[src/rtl/mc_ctrl_hs_if.sv]
// Control bundle between the instruction register/PSR, the memory port and
// the datapath control inputs of the multicycle controller.
// The controller uses the slave modport; the environment uses master.
interface mc_ctrl_hs_if;
   // Instruction, status and handshake inputs to the controller
   logic [3:0] op;
   logic [3:0] op_ext;
   logic [3:0] branch_cond;
   logic [4:0] psr;
   logic       mem_ack;
   logic       halt_req;

   // Datapath control outputs of the controller
   logic [1:0] wd_s;
   logic [1:0] alua_s;
   logic [1:0] alub_s;
   logic       pc_s;
   logic       pc_en;
   logic       reg_wr_en;
   logic       instr_en;
   logic       alu_out_en;
   logic       mem_reg_en;
   logic       mem_wr;
   logic       mem_s;
   logic       mem_req;
   logic       se_sign;
   logic       psr_en;
   logic       retire;
   logic       halted;
   logic       fault;

   modport master (
      output op, op_ext, branch_cond, psr, mem_ack, halt_req,
      input  wd_s, alua_s, alub_s, pc_s, pc_en, reg_wr_en, instr_en,
             alu_out_en, mem_reg_en, mem_wr, mem_s, mem_req, se_sign,
             psr_en, retire, halted, fault
   );

   modport slave (
      input  op, op_ext, branch_cond, psr, mem_ack, halt_req,
      output wd_s, alua_s, alub_s, pc_s, pc_en, reg_wr_en, instr_en,
             alu_out_en, mem_reg_en, mem_wr, mem_s, mem_req, se_sign,
             psr_en, retire, halted, fault
   );
endinterface

[src/rtl/mc_ctrl_hs.sv]
// Multicycle control FSM for the 16-bit datapath with a req/ack handshake on
// every memory access, a bounded wait that ends in a sticky FAULT, a halt
// mode taken at instruction boundaries and a one-cycle retire pulse.
module mc_ctrl_hs #(
   parameter int MEM_HS     = 1,
   parameter int WAIT_LIMIT = 15,
   parameter int WCNT_W     = 4
) (
   input logic         clk,
   input logic         reset,
   mc_ctrl_hs_if.slave bus
);

   typedef enum logic [3:0] {
      S_FETCH     = 4'd0,
      S_DECODE    = 4'd1,
      S_R_EX      = 4'd2,
      S_I_EX      = 4'd3,
      S_WRITE     = 4'd4,
      S_LD_MEM    = 4'd5,
      S_LD_WB     = 4'd6,
      S_ST_MEM    = 4'd7,
      S_BR_DISP   = 4'd8,
      S_JUMP      = 4'd9,
      S_LINK_CALC = 4'd10,
      S_LINK_WR   = 4'd11,
      S_PC_UP     = 4'd12,
      S_HALTED    = 4'd13,
      S_FAULT     = 4'd14
   } state_t;

   // Registered control word. fetch_cyc/load_cyc mark the memory states
   // whose register loads are only qualified by the ack of that cycle.
   typedef struct packed {
      logic [1:0] wd_s;
      logic [1:0] alua_s;
      logic [1:0] alub_s;
      logic       pc_s;
      logic       pc_en;
      logic       reg_wr_en;
      logic       fetch_cyc;
      logic       alu_out_en;
      logic       load_cyc;
      logic       mem_wr;
      logic       mem_s;
      logic       mem_req;
      logic       se_sign;
      logic       psr_en;
      logic       retire;
      logic       halted;
      logic       fault;
   } ctrl_t;

   localparam logic [WCNT_W-1:0] WLIM = WCNT_W'(WAIT_LIMIT);

   state_t            state_reg;
   state_t            state_next;
   logic [WCNT_W-1:0] wait_cnt_reg;
   logic [WCNT_W-1:0] wait_cnt_next;
   logic [WCNT_W-1:0] wait_cnt_inc;
   logic              wait_at_limit;
   ctrl_t             ctrl_reg;
   ctrl_t             ctrl_out;
   logic              ack_eff;
   logic [15:0]       cond_vec;
   logic              cond_true;
   logic              psr_n;
   logic              psr_z;
   logic              psr_f;
   logic              psr_l;
   logic              psr_c;

   // Without the handshake every memory state completes in its first cycle
   if (MEM_HS != 0) begin : g_hs
      assign ack_eff = bus.mem_ack;
   end else begin : g_no_hs
      assign ack_eff = 1'b1;
   end

   assign psr_n = bus.psr[4];
   assign psr_z = bus.psr[3];
   assign psr_f = bus.psr[2];
   assign psr_l = bus.psr[1];
   assign psr_c = bus.psr[0];

   // Truth of all sixteen condition codes, indexed by the condition field
   assign cond_vec = {
      1'b0,              // 1111 never
      1'b1,              // 1110 UC
      psr_n | psr_z,     // 1101 GE
      ~psr_n & ~psr_z,   // 1100 LT
      psr_l | psr_z,     // 1011 HS
      ~psr_l & ~psr_z,   // 1010 LO
      ~psr_f,            // 1001 FC
      psr_f,             // 1000 FS
      ~psr_n,            // 0111 LE
      psr_n,             // 0110 GT
      ~psr_l,            // 0101 LS
      psr_l,             // 0100 HI
      ~psr_c,            // 0011 CC
      psr_c,             // 0010 CS
      ~psr_z,            // 0001 NE
      psr_z              // 0000 EQ
   };
   assign cond_true = cond_vec[bus.branch_cond];

   // Saturating wait count; a count of WLIM without ack is the last chance
   assign wait_cnt_inc  = (wait_cnt_reg == {WCNT_W{1'b1}}) ? wait_cnt_reg
                                                           : wait_cnt_reg + WCNT_W'(1);
   assign wait_at_limit = (wait_cnt_reg >= WLIM);

   function automatic ctrl_t idle_ctrl();
      ctrl_t c;
      c         = '0;
      c.se_sign = 1'b1;
      return c;
   endfunction

   // Moore control word of a state; op only matters for I_EX extension
   function automatic ctrl_t decode_ctrl(input state_t s, input logic [3:0] op_i);
      ctrl_t c;
      c = idle_ctrl();
      case (s)
         S_FETCH: begin
            c.mem_req   = 1'b1;
            c.mem_s     = 1'b1;
            c.fetch_cyc = 1'b1;
         end
         S_R_EX: begin
            c.alu_out_en = 1'b1;
            c.psr_en     = 1'b1;
         end
         S_I_EX: begin
            c.alu_out_en = 1'b1;
            c.psr_en     = 1'b1;
            c.alua_s     = 2'b10;
            c.se_sign    = !(op_i == 4'b0001 || op_i == 4'b0010 ||
                             op_i == 4'b0011 || op_i == 4'b1101);
         end
         S_WRITE: begin
            c.wd_s      = 2'b11;
            c.reg_wr_en = 1'b1;
         end
         S_LD_MEM: begin
            c.mem_req  = 1'b1;
            c.load_cyc = 1'b1;
         end
         S_LD_WB: begin
            c.wd_s      = 2'b10;
            c.reg_wr_en = 1'b1;
         end
         S_ST_MEM: begin
            c.mem_req = 1'b1;
            c.mem_wr  = 1'b1;
         end
         S_PC_UP: begin
            c.alua_s = 2'b01;
            c.alub_s = 2'b10;
            c.pc_s   = 1'b1;
            c.pc_en  = 1'b1;
            c.retire = 1'b1;
         end
         S_BR_DISP: begin
            c.alua_s = 2'b01;
            c.alub_s = 2'b01;
            c.pc_s   = 1'b1;
            c.pc_en  = 1'b1;
            c.retire = 1'b1;
         end
         S_JUMP: begin
            c.pc_en  = 1'b1;
            c.retire = 1'b1;
         end
         S_LINK_CALC: begin
            c.alua_s     = 2'b01;
            c.alu_out_en = 1'b1;
         end
         S_LINK_WR: begin
            c.wd_s      = 2'b11;
            c.reg_wr_en = 1'b1;
            c.pc_en     = 1'b1;
            c.retire    = 1'b1;
         end
         S_HALTED: c.halted = 1'b1;
         S_FAULT:  c.fault  = 1'b1;
         default:  ;
      endcase
      return c;
   endfunction

   // Next state and wait count from the current state and inputs
   always_comb begin
      state_next    = state_reg;
      wait_cnt_next = '0;
      case (state_reg)
         S_FETCH: begin
            if (ack_eff) begin
               state_next = S_DECODE;
            end else if (wait_at_limit) begin
               state_next = S_FAULT;
            end else begin
               wait_cnt_next = wait_cnt_inc;
            end
         end
         S_DECODE: begin
            case (bus.op)
               4'b0000: state_next = S_R_EX;
               4'b1100: state_next = cond_true ? S_BR_DISP : S_PC_UP;
               4'b0100: begin
                  case (bus.op_ext)
                     4'b0000: state_next = S_LD_MEM;
                     4'b0100: state_next = S_ST_MEM;
                     4'b1000: state_next = S_LINK_CALC;
                     4'b1100: state_next = cond_true ? S_JUMP : S_PC_UP;
                     default: state_next = S_FAULT;
                  endcase
               end
               default: state_next = S_I_EX;
            endcase
         end
         // Compares only update the PSR, so they skip the write-back
         S_R_EX:  state_next = (bus.op_ext == 4'b1011) ? S_PC_UP : S_WRITE;
         S_I_EX:  state_next = (bus.op == 4'b1011) ? S_PC_UP : S_WRITE;
         S_WRITE: state_next = S_PC_UP;
         S_LD_MEM: begin
            if (ack_eff) begin
               state_next = S_LD_WB;
            end else if (wait_at_limit) begin
               state_next = S_FAULT;
            end else begin
               wait_cnt_next = wait_cnt_inc;
            end
         end
         S_LD_WB: state_next = S_PC_UP;
         S_ST_MEM: begin
            if (ack_eff) begin
               state_next = S_PC_UP;
            end else if (wait_at_limit) begin
               state_next = S_FAULT;
            end else begin
               wait_cnt_next = wait_cnt_inc;
            end
         end
         S_LINK_CALC: state_next = S_LINK_WR;
         // Instruction boundary: halt_req is only looked at here
         S_PC_UP, S_BR_DISP, S_JUMP, S_LINK_WR:
            state_next = bus.halt_req ? S_HALTED : S_FETCH;
         S_HALTED: state_next = bus.halt_req ? S_HALTED : S_FETCH;
         S_FAULT:  state_next = S_FAULT;
         default:  state_next = S_FAULT;
      endcase
   end

   // State, wait count and the registered control word of the next state
   always_ff @(posedge clk) begin
      if (reset) begin
         state_reg    <= S_FETCH;
         wait_cnt_reg <= '0;
         ctrl_reg     <= decode_ctrl(S_FETCH, bus.op);
      end else begin
         state_reg    <= state_next;
         wait_cnt_reg <= wait_cnt_next;
         ctrl_reg     <= decode_ctrl(state_next, bus.op);
      end
   end

   // Outputs fall to their idle values for as long as reset is held
   always_comb begin
      ctrl_out = ctrl_reg;
      if (reset) begin
         ctrl_out = idle_ctrl();
      end
   end

   assign bus.wd_s       = ctrl_out.wd_s;
   assign bus.alua_s     = ctrl_out.alua_s;
   assign bus.alub_s     = ctrl_out.alub_s;
   assign bus.pc_s       = ctrl_out.pc_s;
   assign bus.pc_en      = ctrl_out.pc_en;
   assign bus.reg_wr_en  = ctrl_out.reg_wr_en;
   assign bus.instr_en   = ctrl_out.fetch_cyc & ack_eff;
   assign bus.alu_out_en = ctrl_out.alu_out_en;
   assign bus.mem_reg_en = ctrl_out.load_cyc & ack_eff;
   assign bus.mem_wr     = ctrl_out.mem_wr;
   assign bus.mem_s      = ctrl_out.mem_s;
   assign bus.mem_req    = ctrl_out.mem_req;
   assign bus.se_sign    = ctrl_out.se_sign;
   assign bus.psr_en     = ctrl_out.psr_en;
   assign bus.retire     = ctrl_out.retire;
   assign bus.halted     = ctrl_out.halted;
   assign bus.fault      = ctrl_out.fault;

endmodule

[src/flat_wrapper.sv]
// flat-port wrapper written by rule: the top's interface ports become plain ports
module mc_ctrl_hs_flat 
#(
   parameter int MEM_HS     = 1,
   parameter int WAIT_LIMIT = 15,
   parameter int WCNT_W     = 4
)
  (clk, reset, bus_op, bus_op_ext, bus_branch_cond, bus_psr, bus_mem_ack, bus_halt_req, bus_wd_s, bus_alua_s, bus_alub_s, bus_pc_s, bus_pc_en, bus_reg_wr_en, bus_instr_en, bus_alu_out_en, bus_mem_reg_en, bus_mem_wr, bus_mem_s, bus_mem_req, bus_se_sign, bus_psr_en, bus_retire, bus_halted, bus_fault);
  mc_ctrl_hs_if bus_i ();
  input logic clk;
  input logic reset;
  input wire logic [$bits(bus_i.op)-1:0] bus_op;
  input wire logic [$bits(bus_i.op_ext)-1:0] bus_op_ext;
  input wire logic [$bits(bus_i.branch_cond)-1:0] bus_branch_cond;
  input wire logic [$bits(bus_i.psr)-1:0] bus_psr;
  input wire logic [$bits(bus_i.mem_ack)-1:0] bus_mem_ack;
  input wire logic [$bits(bus_i.halt_req)-1:0] bus_halt_req;
  output wire logic [$bits(bus_i.wd_s)-1:0] bus_wd_s;
  output wire logic [$bits(bus_i.alua_s)-1:0] bus_alua_s;
  output wire logic [$bits(bus_i.alub_s)-1:0] bus_alub_s;
  output wire logic [$bits(bus_i.pc_s)-1:0] bus_pc_s;
  output wire logic [$bits(bus_i.pc_en)-1:0] bus_pc_en;
  output wire logic [$bits(bus_i.reg_wr_en)-1:0] bus_reg_wr_en;
  output wire logic [$bits(bus_i.instr_en)-1:0] bus_instr_en;
  output wire logic [$bits(bus_i.alu_out_en)-1:0] bus_alu_out_en;
  output wire logic [$bits(bus_i.mem_reg_en)-1:0] bus_mem_reg_en;
  output wire logic [$bits(bus_i.mem_wr)-1:0] bus_mem_wr;
  output wire logic [$bits(bus_i.mem_s)-1:0] bus_mem_s;
  output wire logic [$bits(bus_i.mem_req)-1:0] bus_mem_req;
  output wire logic [$bits(bus_i.se_sign)-1:0] bus_se_sign;
  output wire logic [$bits(bus_i.psr_en)-1:0] bus_psr_en;
  output wire logic [$bits(bus_i.retire)-1:0] bus_retire;
  output wire logic [$bits(bus_i.halted)-1:0] bus_halted;
  output wire logic [$bits(bus_i.fault)-1:0] bus_fault;
  assign bus_i.op = bus_op;
  assign bus_i.op_ext = bus_op_ext;
  assign bus_i.branch_cond = bus_branch_cond;
  assign bus_i.psr = bus_psr;
  assign bus_i.mem_ack = bus_mem_ack;
  assign bus_i.halt_req = bus_halt_req;
  assign bus_wd_s = bus_i.wd_s;
  assign bus_alua_s = bus_i.alua_s;
  assign bus_alub_s = bus_i.alub_s;
  assign bus_pc_s = bus_i.pc_s;
  assign bus_pc_en = bus_i.pc_en;
  assign bus_reg_wr_en = bus_i.reg_wr_en;
  assign bus_instr_en = bus_i.instr_en;
  assign bus_alu_out_en = bus_i.alu_out_en;
  assign bus_mem_reg_en = bus_i.mem_reg_en;
  assign bus_mem_wr = bus_i.mem_wr;
  assign bus_mem_s = bus_i.mem_s;
  assign bus_mem_req = bus_i.mem_req;
  assign bus_se_sign = bus_i.se_sign;
  assign bus_psr_en = bus_i.psr_en;
  assign bus_retire = bus_i.retire;
  assign bus_halted = bus_i.halted;
  assign bus_fault = bus_i.fault;
  mc_ctrl_hs #(.MEM_HS(MEM_HS), .WAIT_LIMIT(WAIT_LIMIT), .WCNT_W(WCNT_W)) u_core (.clk(clk), .reset(reset), .bus(bus_i));
endmodule
[config.mk]
export PLATFORM = sky130hd
export DESIGN_NAME = mc_ctrl_hs_flat
export DESIGN_NICKNAME = d
export VERILOG_FILES = /design/src/rtl/mc_ctrl_hs_if.sv /design/src/rtl/mc_ctrl_hs.sv /design/src/flat_wrapper.sv
export SDC_FILE = /design/constraint.sdc
export NUM_CORES = 1
export LEC_CHECK = 0
export CORE_AREA = 2 2 55 70
export DETAILED_ROUTE_END_ITERATION = 8
export DIE_AREA = 0 0 57 72
export GPL_ROUTABILITY_DRIVEN = 1
export PLACE_DENSITY = 0.87
export SETUP_SLACK_MARGIN = 0.02
export SLEW_MARGIN = 15
export SYNTH_ARGS = -nofsm -noshare
export SYNTH_HDL_FRONTEND = slang
export SYNTH_SLANG_ARGS = --single-unit
export TNS_END_PERCENT = 100
[constraint.sdc]
create_clock -name clk -period 3.2 [get_ports clk]
set_input_delay 0.48 -clock clk [delete_from_list [all_inputs] [get_ports clk]]
set_output_delay 0.48 -clock clk [all_outputs]
set_load 0.02 [all_outputs]
Yosys cells after proc, flatten, opt, wreduce, memory -nomap -nowiden
Cells that the tools add are included.
{"block": "totals", "regBits": 26, "inputBits": 21, "output_inout_bits": 20, "word_cells": 119}
{"block": "classes", "addsub": 1, "order_cmp": 2, "eq_ne": 38, "mux": 28, "bitwise": 13, "reduce_logical": 20}
{"op": "== test 4 bit (second input constant)", "count": 20}
{"op": "== test 4 x 3 -> 1 bit (second input constant)", "count": 10}
{"op": "case mux 4 bit (9 select lines)", "count": 1}
{"op": "2-to-1 mux 4 bit", "count": 7}
{"op": "== test 4 x 2 -> 1 bit (second input constant)", "count": 6}
{"op": "2-to-1 mux 20 bit", "count": 1}
{"op": "zero test 4 bit", "count": 4}
{"op": "case mux 4 bit (4 select lines)", "count": 1}
{"op": "OR reduction 3 bit", "count": 5}
{"op": "case mux 4 bit (3 select lines)", "count": 1}
{"op": "2-to-1 mux 1 bit", "count": 11}
{"op": "== test 4 x 1 -> 1 bit (second input constant)", "count": 2}
{"op": "case mux 2 bit (2 select lines)", "count": 2}
{"op": "OR reduction 2 bit", "count": 4}
{"op": "OR reduction 4 bit", "count": 2}
{"op": "inverter 1 bit", "count": 7}
{"op": "2-to-1 mux 3 bit", "count": 2}
{"op": "case mux 3 bit (2 select lines)", "count": 1}
{"op": "< comparator 4 x 5 -> 1 bit (second input constant)", "count": 1}
{"op": "OR reduction 5 bit", "count": 1}
{"op": "adder 4 x 1 -> 4 bit (second input constant)", "count": 1}
{"op": "AND 1 bit", "count": 4}
{"op": "binary-select mux 1 bit (select 4 bit)", "count": 1}
{"op": ">= comparator 4 bit (second input constant)", "count": 1}
{"op": "other kinds (3)", "count": 6}

Depth between registers and ports, before layout
{"block": "depth", "ltp_word": 11, "mapped_depth": 9, "depth_no_buf": 7}

Worst setup path after synthesis
OpenSTA, ideal clock, no wires.
{"block": "synth_timing", "kind": "reg2reg", "from": "register u_core.wait_cnt_reg[0]", "to": "register u_core.ctrl_reg[4] (netlist bit)", "setup_ns": 0.134, "t_arrival_ns": 2.310, "required_ns": 3.066, "setup_slack_ns": 0.756, "stages_incl_launch_ff": 7, "path_buffers": 0, "synth_period_minus_slack_ns": 2.444, "path_cell_list": "dfxtp_1 -> ha_1 -> a311o_1 -> a311o_1 -> nor4_4 -> nand3_2 -> or4_1"}
{"block": "synth_between", "elab_chain_cells": 7, "word_cells_on_any_way": 9, "classes_between": "order compare: 1; eq/ne: 1; mux: 5; bitwise: 1; reduce/logical: 1"}
{"item": "start: declaration", "line": "mc_ctrl_hs.sv:58", "rtl": "logic [WCNT_W-1:0] wait_cnt_reg;"}
{"item": "start signal: assignment", "line": "mc_ctrl_hs.sv:262", "rtl": "wait_cnt_reg <= wait_cnt_next;"}
{"item": ">= comparator 4 bit (*)", "line": "mc_ctrl_hs.sv:110", "rtl": "assign wait_at_limit = (wait_cnt_reg >= WLIM);"}
{"item": "2-to-1 mux 4 bit (*)", "line": "mc_ctrl_hs.sv:199, mc_ctrl_hs.sv:228, mc_ctrl_hs.sv:238"}
{"item": "2-to-1 mux 4 bit (on tied branches)", "line": "mc_ctrl_hs.sv:236, mc_ctrl_hs.sv:197, mc_ctrl_hs.sv:226"}
{"item": "case mux 4 bit (9 select lines) (*)", "line": "mc_ctrl_hs.sv:195", "rtl": "case (state_reg)"}
{"item": "== test 4 x 2 -> 1 bit (*)", "line": "mc_ctrl_hs.sv:123", "rtl": "case (s)"}
{"item": "inverter 1 bit (no line) (*)"}
{"item": "OR reduction 2 bit (no line) (*)"}
{"item": "end signal: assignment", "line": "mc_ctrl_hs.sv:259", "rtl": "ctrl_reg <= decode_ctrl(S_FETCH, bus.op);"}
{"item": "end signal: assignment", "line": "mc_ctrl_hs.sv:263", "rtl": "ctrl_reg <= decode_ctrl(state_next, bus.op);"}
{"item": "end: declaration", "line": "mc_ctrl_hs.sv:62", "rtl": "ctrl_t ctrl_reg;"}
Every way passes the cells marked *; elsewhere a longest branch is shown, timed or not.
A chain may end at the register's enable or synchronous reset.

Final worst setup path
{"block": "layout_timing", "from": "input port bus_op[3]", "to": "register u_core.ctrl_reg[4] (netlist bit)"}
{"block": "layout_between", "elab_chain_cells": 6, "word_cells_on_any_way": 18, "classes_between": "eq/ne: 8; mux: 3; bitwise: 1; reduce/logical: 6"}
{"item": "start: declaration", "line": "flat_wrapper.sv:12", "rtl": "input wire logic [$bits(bus_i.op)-1:0] bus_op;"}
{"item": "== test 4 x 3 -> 1 bit, or another cell as far along", "line": "mc_ctrl_hs.sv:206", "rtl": "case (bus.op)"}
{"item": "case mux 4 bit (3 select lines) / 2-to-1 mux 4 bit (equally long branches)", "line": "mc_ctrl_hs.sv:206, mc_ctrl_hs.sv:223"}
{"item": "case mux 4 bit (9 select lines)", "line": "mc_ctrl_hs.sv:195"}
{"item": "== test 4 x 2 -> 1 bit", "line": "mc_ctrl_hs.sv:123"}
{"item": "inverter 1 bit (no line)"}
{"item": "OR reduction 2 bit (no line)"}
Parallel ways exist; a longest one is shown, timed or not.

==> out/results.ini <==
[outcome]
status = complete, no violations

[yosys]
synth_cell_types = 57
ys_seq_area_frac = 0.330
syn_inst = 187
ys.warnings.count = 0
netlist_area_um2 = 1580
synthFlopType = dfxtp_1
async_reset_ff_frac = 0
synth-edff-count = 0
syn_avg_cell_area_um2 = 8.44
yosysMostFrequentCell = dfxtp_1
synth_top_area_frac = 0.330
synthTopCellsByArea = dfxtp_1 33%, nor2b_1 7.5%, nor2_1 4.8%
yosys.area.top_type = dfxtp_1
synth_top_cells_by_count = 26 x dfxtp_1, 20 x nor2_1, 19 x nor2b_1
syn_nets = 209
synth-seq-cells = 26

[clock_network]
insertion_delay_ps = 270
htree_levels = 1
cts_buffers = 3
post_cts_resized = 0
cts_tree = yes
postCtsSetupBuffers = 0
cts.path.max_buffers = 2
clock-sinks = 26
cts_root_buf = clkbuf_8
cts_hold_buf = 0
clk_pin_slew_ps = 90

[sta]
min_period_ps = 2720
fmax_ghz = 0.367
fin_tns_setup_ps = 0
skew_ps = 9.51
setup_viol = 0
hold_violations = 0
slew_viol_final = 0
hold_slack_ps = 483
finalCritPeriodShare = 0.851
worstMarginPinSlew_ps = 582
slew_headroom = 0.611
rsz0062_at_grt = no

[global_routing]
grt_max_degree = 19
grt_pass1_wl_um = 5820
antenna_found_initial = 0
grt_use_total = 0.175
grt_pass1_vias = 1410
gr-total-overflow = 0

[final_layout]
finalNonFillerCells = 261
fill_cells = 321
nets = 245
diodes = 0
syn2layout_area_growth_pct = 29.7
drive_above_1_share = 0.0856
fin_util = 0.598
largest_reg_flops = 18

[pwr]
combPwrFrac = 0.486
total_power_w = 0.00150
p_clk_frac = 0.177
switching_share = 0.388
p_int_w = 0.000917
ir_drop_v = 0.000622
powerDensity_nw_per_um2 = 732
switchingPower_w = 0.000582
p_leak_nw = 0.725
seqPwrFrac = 0.337

[floorplanning]
ioPinCount = 41
die_x_um = 57
rows = 24
die_h_um = 72
initial_core_util = 0.461
die_area_um2 = 4100
core_um2 = 3420

[routing]
via_per_inst = 5.77
vias = 1505
finalWirelength_um = 3370
drc = 0
first_pass_iters = 4
wire_per_inst_um = 12.9
postRouteAntennaNets = 0
drt_iter0_drc = 48

[setup_path]
cp_data_required_time_ps = 3360
path_cells = clkdlybuf4s50_1 > or4b_1 > a311oi_1 > o2111ai_1 > o211ai_4 > nand2b_4 > or4_1
cpMaxStageDelayCell = or4b_1
crit_path_end_kind = flop
slowest_delay_ps = 600
crit_type = in2reg
r2r_setup_slack_ps = 570
cp_max_fo = 8
arrival_ps = 2880
start_kind = primary input
cp_top_family = simple AND/OR/NAND/NOR gates
cp_num_buf_inv = 1

[placement]
dpl.hpwl_um = 2590
dp.cells = 257
io_buffers = 40
gp_congestion = 0.926

[min_path]
hold_class = reg2reg

[run]
maxCapViolCount = 0

==> worst paths after layout <==
check,end,startpoint,depth (start not counted)
hold reg to reg,u_core.wait_cnt_reg[0],u_core.wait_cnt_reg[0],1
setup / recovery,u_core.ctrl_reg[4],bus_op[3],7
hold / removal,u_core.wait_cnt_reg[0],u_core.wait_cnt_reg[0],1
setup reg to reg,u_core.ctrl_reg[4],u_core.state_reg[3],6
==> final cells by class <==
| type | count | area, um^2 | share of cell area |
|---|---|---|---|
| flip-flops and latches | 26 | 520 | 0.254 |
| multi-input cells | 146 | 976 | 0.477 |
| clock buffers | 3 | 41.3 | 0.0202 |
| clock inverters | 1 | 30.0 | 0.0147 |
| inverters | 4 | 15.0 | 0.00733 |
| repair buffers | 42 | 415 | 0.203 |
| well taps | 39 | 48.8 | 0.0238 |
==> power groups by stage <==
stage / combinational (W) / sequential (W) / clock (W)
final: 0.000729 / 0.000504 / 0.000266
after CTS: 0.000729 / 0.000501 / 0.000270
after global placement: 0.000709 / 0.000507 / 0
after global routing: 0.000801 / 0.000522 / 0.000283
after detailed placement: 0.000724 / 0.000510 / 0
after floorplan: 0.000623 / 0.000445 / 0
==> cells by family after synthesis <==
| kind of cell | after synthesis | synth area share |
|---|---|---|
| compound gates | 44 | 0.222 |
| xor+xnor | 3 | 0.0167 |
| fa+ha+maj | 1 | 0.00793 |
| buf+inv | 15 | 0.0515 |
| flops | 26 | 0.330 |
| mux | 1 | 0.00634 |
| simple gates | 97 | 0.366 |
==> cell usage in the layout, fill, tap and decap left out, types with 3 or more instances in the layout <==
cell type,Yosys,routed
clkdlybuf4s50_1,0,40
dfxtp_1,26,26
nor2_1,20,20
nor2b_1,19,19
nand2_1,12,12
a21oi_1,9,9
nor3_1,6,6
nand3_1,5,5
and2_1,4,4
inv_1,4,4
a31oi_1,4,4
o21ai_0,4,4
and3_1,3,3
nand3b_1,3,3
nand2b_1,3,3
nor3b_1,3,3
xnor2_1,3,3
clkbuf_8,0,3
==> stage by stage <==
step	area [um^2]	setup slack, ps
after floorplan	1580	756
after global placement	1980	248
after detailed placement	1980	190
after CTS	2050	475
after global routing	2050	335
final	2050	477
==> layer usage <==
metal,global-route usage,vias to the layer above,share of wire
met3,0.0392,7,0.057
met5,0,-,0
met2,0.321,43,0.52
met4,0.0827,0,0.018
met1,0.188,700,0.40
li1,-,755,-
==> worst register-to-register path, stage by stage (launching register included) <==
cell and delay, ps:
dfxtp_1 700, or4b_4 290, nor3_1 60, a311o_1 310, nor4_4 450, nand3_2 180, or4_1 510
(Power assumes the default switching activity.)
